## src/rtl/tx_resp_arbiter.sv

```systemverilog
// Round-robin arbiter sharing the UART transmitter between register-file reads and ALU results.
// Optional TX handshake timeout is enabled by defining TX_RESP_TIMEOUT_EN.
module tx_resp_arbiter #(
    parameter int unsigned TIMEOUT_CYC = 1024,
    parameter int unsigned CNT_W       = 11
) (
    input  logic        clk_i,
    input  logic        rst_ni,
    input  logic [7:0]  rd_data_i,
    input  logic        rd_data_vld_i,
    input  logic [15:0] alu_out_i,
    input  logic        alu_out_vld_i,
    input  logic        tx_busy_i,
    input  logic        ovf_clr_i,
    output logic [7:0]  tx_data_o,
    output logic        tx_vld_o,
    output logic        ovf_err_o,
    output logic        to_err_o,
    output logic        arb_busy_o
);

    typedef enum logic [1:0] {StIdle, StReq, StDrain} state_e;

    state_e      state_q, state_d;
    logic [7:0]  rd_data_q, rd_data_d;
    logic        rd_pend_q, rd_pend_d;
    logic [15:0] alu_data_q, alu_data_d;
    logic        alu_pend_q, alu_pend_d;
    logic        prio_rd_q, prio_rd_d;
    logic [7:0]  msb_q, msb_d;
    logic        msb_owed_q, msb_owed_d;
    logic [7:0]  tx_data_q, tx_data_d;
    logic        tx_vld_q, tx_vld_d;
    logic        ovf_q, ovf_d;
    logic        to_q, to_d;
    logic        grant_rd, grant_alu;
    logic        ovf_rd, ovf_alu;
    logic        to_set;
    logic        timeout;

`ifdef TX_RESP_TIMEOUT_EN
    logic [CNT_W-1:0] cnt_q, cnt_d;

    // Counter restarts on every entry to REQ, including the MSB byte re-entry from DRAIN.
    always_comb begin
        cnt_d = '0;
        if (state_q == StReq) begin
            cnt_d = cnt_q + 1'b1;
        end
    end

    assign timeout = (state_q == StReq) && !tx_busy_i &&
                     (cnt_q == CNT_W'(TIMEOUT_CYC - 1));

    always_ff @(posedge clk_i or negedge rst_ni) begin
        if (!rst_ni) begin
            cnt_q <= '0;
        end else begin
            cnt_q <= cnt_d;
        end
    end
`else
    logic unused_cfg;
    assign unused_cfg = ^{TIMEOUT_CYC, CNT_W};
    assign timeout    = 1'b0;
`endif

    // prio_rd_q names the source that wins when both slots are pending.
    always_comb begin
        grant_rd  = 1'b0;
        grant_alu = 1'b0;
        if ((state_q == StIdle) && !tx_busy_i) begin
            if (rd_pend_q && alu_pend_q) begin
                grant_rd  = prio_rd_q;
                grant_alu = !prio_rd_q;
            end else begin
                grant_rd  = rd_pend_q;
                grant_alu = alu_pend_q;
            end
        end
    end

    always_comb begin
        rd_pend_d = rd_pend_q & ~grant_rd;
        rd_data_d = rd_data_q;
        ovf_rd    = 1'b0;
        if (rd_data_vld_i) begin
            if (!rd_pend_d) begin
                rd_data_d = rd_data_i;
                rd_pend_d = 1'b1;
            end else begin
                ovf_rd = 1'b1;
            end
        end
    end

    always_comb begin
        alu_pend_d = alu_pend_q & ~grant_alu;
        alu_data_d = alu_data_q;
        ovf_alu    = 1'b0;
        if (alu_out_vld_i) begin
            if (!alu_pend_d) begin
                alu_data_d = alu_out_i;
                alu_pend_d = 1'b1;
            end else begin
                ovf_alu = 1'b1;
            end
        end
    end

    always_ff @(posedge clk_i or negedge rst_ni) begin
        if (!rst_ni) begin
            state_q <= StIdle;
        end else begin
            state_q <= state_d;
        end
    end

    always_comb begin
        state_d = state_q;
        unique case (state_q)
            StIdle: begin
                if (grant_rd || grant_alu) begin
                    state_d = StReq;
                end
            end
            StReq: begin
                if (tx_busy_i) begin
                    state_d = StDrain;
                end else if (timeout) begin
                    state_d = StIdle;
                end
            end
            StDrain: begin
                if (!tx_busy_i) begin
                    state_d = msb_owed_q ? StReq : StIdle;
                end
            end
            default: state_d = StIdle;
        endcase
    end

    always_comb begin
        tx_data_d  = tx_data_q;
        tx_vld_d   = tx_vld_q;
        msb_d      = msb_q;
        msb_owed_d = msb_owed_q;
        prio_rd_d  = prio_rd_q;
        to_set     = 1'b0;
        unique case (state_q)
            StIdle: begin
                if (grant_rd) begin
                    tx_data_d  = rd_data_q;
                    tx_vld_d   = 1'b1;
                    msb_owed_d = 1'b0;
                    prio_rd_d  = 1'b0;
                end else if (grant_alu) begin
                    // The slot is freed now, so the MSB is parked locally for the second byte.
                    tx_data_d  = alu_data_q[7:0];
                    tx_vld_d   = 1'b1;
                    msb_d      = alu_data_q[15:8];
                    msb_owed_d = 1'b1;
                    prio_rd_d  = 1'b1;
                end
            end
            StReq: begin
                if (tx_busy_i) begin
                    tx_vld_d = 1'b0;
                end else if (timeout) begin
                    tx_vld_d   = 1'b0;
                    msb_owed_d = 1'b0;
                    to_set     = 1'b1;
                end
            end
            StDrain: begin
                if (!tx_busy_i && msb_owed_q) begin
                    tx_data_d  = msb_q;
                    tx_vld_d   = 1'b1;
                    msb_owed_d = 1'b0;
                end
            end
            default: ;
        endcase
    end

    assign ovf_d = ovf_rd | ovf_alu | (ovf_q & ~ovf_clr_i);
    assign to_d  = to_set | (to_q & ~ovf_clr_i);

    always_ff @(posedge clk_i or negedge rst_ni) begin
        if (!rst_ni) begin
            rd_data_q  <= '0;
            rd_pend_q  <= 1'b0;
            alu_data_q <= '0;
            alu_pend_q <= 1'b0;
            prio_rd_q  <= 1'b1;
            msb_q      <= '0;
            msb_owed_q <= 1'b0;
            tx_data_q  <= '0;
            tx_vld_q   <= 1'b0;
            ovf_q      <= 1'b0;
            to_q       <= 1'b0;
        end else begin
            rd_data_q  <= rd_data_d;
            rd_pend_q  <= rd_pend_d;
            alu_data_q <= alu_data_d;
            alu_pend_q <= alu_pend_d;
            prio_rd_q  <= prio_rd_d;
            msb_q      <= msb_d;
            msb_owed_q <= msb_owed_d;
            tx_data_q  <= tx_data_d;
            tx_vld_q   <= tx_vld_d;
            ovf_q      <= ovf_d;
            to_q       <= to_d;
        end
    end

    assign tx_data_o  = tx_data_q;
    assign tx_vld_o   = tx_vld_q;
    assign ovf_err_o  = ovf_q;
    assign to_err_o   = to_q;
    assign arb_busy_o = rd_pend_q | alu_pend_q | (state_q != StIdle);

endmodule

```

## config.mk

```make
export PLATFORM = sky130hd
export DESIGN_NAME = tx_resp_arbiter
export DESIGN_NICKNAME = d
export VERILOG_FILES = /design/src/rtl/tx_resp_arbiter.sv
export SDC_FILE = /design/constraint.sdc
export NUM_CORES = 1
export LEC_CHECK = 0
export BUFFER_PORTS_ARGS = -buffer_cell sky130_fd_sc_hd__buf_2
export CAP_MARGIN = 10
export CORE_MARGIN = 2
export CORE_UTILIZATION = 35
export DETAILED_ROUTE_END_ITERATION = 8
export PLACE_DENSITY_LB_ADDON = 0.25
export SYNTH_ARGS = -nofsm -noshare
export SYNTH_HDL_FRONTEND = slang
export SYNTH_SLANG_ARGS = --single-unit
```

## constraint.sdc

```tcl
create_clock -name clk_i -period 1.63 [get_ports clk_i]
set_clock_uncertainty 0.1 [all_clocks]
set_input_delay 0.4075 -clock clk_i [delete_from_list [all_inputs] [get_ports clk_i]]
set_output_delay 0.4075 -clock clk_i [all_outputs]
set_load 0.005 [all_outputs]
```

==> results.json <==
{
  "vias": 1536,
  "yosys_register_bits": 49,
  "worstPathMaxFanout": 2,
  "maxSlewViolCount": 0,
  "finalHoldViolations": 0,
  "die_w_um": 82.19,
  "p_leak_uw": 0.001359,
  "routedWlPerCell_um": 14.58,
  "rr_endpoint": "tx_data_o[5]$_DFFE_PN0P_",
  "routabilityCongestion": 0.7981,
  "rows": 28,
  "slowest_delay_ns": 0.50,
  "yosys_warnings": 0,
  "worst_pin_slew_ns": 0.3928,
  "grt_pass1_vias": 1504,
  "cts-htree-levels": 2,
  "setup_viol": 42,
  "cp.required_ns": 1.12,
  "numCtsBuffers": 5,
  "grtUsageTotal": 0.1498,
  "peakVddDrop_mv": 0.8966,
  "crit_chain": "buf_6, or4_1, buf_2",
  "syn-num-nets": 200,
  "regArea_um2": 1231,
  "via_per_inst": 4.785,
  "cts_tree": "done",
  "io_buffers": 41,
  "core_area_um2": 5921,
  "diodes": 0,
  "grt_overflow": 0,
  "multiInputGateArea_um2": 948.4,
  "drt_iter0_markers": 47,
  "area_growth_pct": 34.39,
  "critPathLaunch": "state_q[1]$_DFFE_PN0P_",
  "drive_above_1_share": 0.5081,
  "period_share": 1.209,
  "syn_area_per_cell_um2": 12.59,
  "fin_ws_ns": -0.3404,
  "drtAntennaViolNets": 0,
  "clock_path_buffers": 2,
  "yosysTopAreaCellShare": 0.5614,
  "critPathSlowestCell": "or4_1",
  "die_h_um": 82.19,
  "cp-end-kind": "primary output",
  "nNetsFinal": 275,
  "drc_errors": 0,
  "critical_path_class": "reg2out",
  "yosys-top-cells-area": "dfrtp_1, mux2_2, mux2_4, nor2_1, a32o_1",
  "placed_area_um2": 2596,
  "drt-pass1-iter-count": 4,
  "cts-root-buf": "clkbuf_8",
  "hold_path_depth": 2,
  "start_util": 0.3614,
  "status": "finished with violations",
  "failed_checks": "negative setup slack",
  "dp_hpwl_mm": 3.079,
  "drv_cap": 0,
  "rr_startpoint": "state_q[1]$_DFFE_PN0P_",
  "worstRegToRegCells": 7,
  "netlist_area_um2": 2140,
  "die-area_um2": 6754,
  "ff2ff_setup_slack_ns": -0.31,
  "grt_first_pass_wirelength_mm": 7.403,
  "boundaryPins": 42,
  "ys_seq_area_frac": 0.5737,
  "post-place-ws_ns": -0.1986,
  "final_common_cell": "dfrtp_1",
  "critPathArrivalTime_ns": 1.46,
  "p_per_area_nw_per_um2": 1810,
  "hold_path.class": "in2reg",
  "fillers": 556,
  "grt_start_max_net_pins": 50,
  "critical_path.endpoint": "arb_busy_o",
  "finalCriticalPeriod_ns": 1.970,
  "tns_ns": -5.973,
  "rsz0062_at_grt": "yes",
  "post-synth-top-area-cell": "dfrtp_1",
  "final_cell_mix": "dfrtp_1, buf_2, buf_4",
  "cts.sinks": 49,
  "ys_types": 30,
  "syn_inst": 170,
  "fmax_mhz": 507.5,
  "path_clk_slew_ns": 0.08,
  "insertion_delay_ns": 0.30,
  "slew_headroom": 0.7370,
  "antenna_found_initial": 0,
  "critPathLaunchType": "flop",
  "wl_mm": 4.680,
  "final_cell_area_um2": 2875,
  "fin_hold_ws_ns": 0.1598
}
-- critical path: cells and delay by family, from the launching register on --
| family | cells | cell delay (ns) |
|---|---|---|
| flip-flops | 1 | 0.42 |
| buffers and inverters | 2 | 0.25 |
| AND/OR/NAND/NOR | 1 | 0.50 |
-- worst min-delay path by stage --
stage / startpoint / end / slack [ns]
global placement: rst_ni / tx_vld_o$_DFFE_PN0P_ / 0.32
finish: ovf_clr_i / to_err_o$_DFF_PN0_ / 0.16
detailed placement: rst_ni / tx_vld_o$_DFFE_PN0P_ / 0.32
global route: ovf_clr_i / to_err_o$_DFF_PN0_ / 0.15
CTS: ovf_clr_i / to_err_o$_DFF_PN0_ / 0.15
floorplan: rst_ni / alu_data_q[0]$_DFFE_PN0P_ / 0.01
-- metal layers --
metal	up-vias	global-route usage	part of all wire
met4	0	0.05500	0.015
met3	8	0.03261	0.034
met1	749	0.1975	0.46
li1	750	-	-
met2	29	0.2419	0.49
met5	-	0	0
-- stage by stage --
| stage | util | power, uW | instances |
|---|---|---|---|
| 2_1_floorplan | - | 3524 | 170 |
| 3_3_place_gp | 0.4385 | 4138 | 299 |
| 3_5_place_dp | 0.4385 | 4178 | 299 |
| 4_1_cts | 0.4850 | 5241 | 322 |
| 5_1_grt | 0.4856 | 5582 | 321 |
| 6_report | 0.4856 | 5203 | 321 |
-- kinds of logic (layout without fill, tap and decap cells) --
group | after synthesis | count (layout) | share of synthesized area
buffers and inverters | 11 | 86 | 0.03158
DFF | 49 | 49 | 0.5737
muxes | 32 | 32 | 0.1789
AOI/OAI and AO/OA | 17 | 17 | 0.07719
and+or+nand+nor | 61 | 62 | 0.1386
-- sequential cells by signal (all words and copies together), names as in the netlist --
name / count
alu_data_q: 16
msb_q: 8
rd_data_q: 8
tx_data_o: 8
state_q: 2
alu_pend_q: 1
msb_owed_q: 1
ovf_err_o: 1
prio_rd_q: 1
rd_pend_q: 1
to_err_o: 1
tx_vld_o: 1
-- cell usage after synthesis (all sizes together) --
master / n
a21oi: 1
o21ai: 1
nand3b: 1
nand2: 17
dfstp: 1
inv: 3
nor3: 3
buf: 6
or3: 8
or4: 1
nor2b: 3
a21boi: 1
a2111oi: 1
nor2: 24
a2111o: 1
o221ai: 1
dfrtp: 48
clkbuf: 2
nand2b: 4
a211oi: 1
a32o: 8
mux2: 32
o41ai: 1
o22a: 1
-- power breakdown --
| group | total [uW] | internal (uW) | switching, uW |
|---|---|---|---|
| clock network | 689 | 304 | 385 |
| registers | 2190 | 1820 | 366 |
| logic | 2330 | 1390 | 938 |
| total | 5200 | 3510 | 1690 |
-- final cells by class --
type                            count  share of cell area
Sequential cell                    49              0.4282
Multi-Input combinational cell    111              0.3299
Timing Repair Buffer               75              0.1762
Tap cell                           75             0.03264
Clock buffer                        7             0.02654
Inverter                            3            0.003916
Clock inverter                      1            0.002611
-- repair_timing --
item                                    in CTS  in global routing
pin swaps                                    5                  3
buffers inserted                            13                  2
cloned                                       1                  0
hold buffers                                 1                  0
endpoints found under the hold margin       48                  0
endpoints found under the setup margin      33                 46
gates resized for setup                     14                  3
No activity file was read; power rests on OpenSTA's default activity.
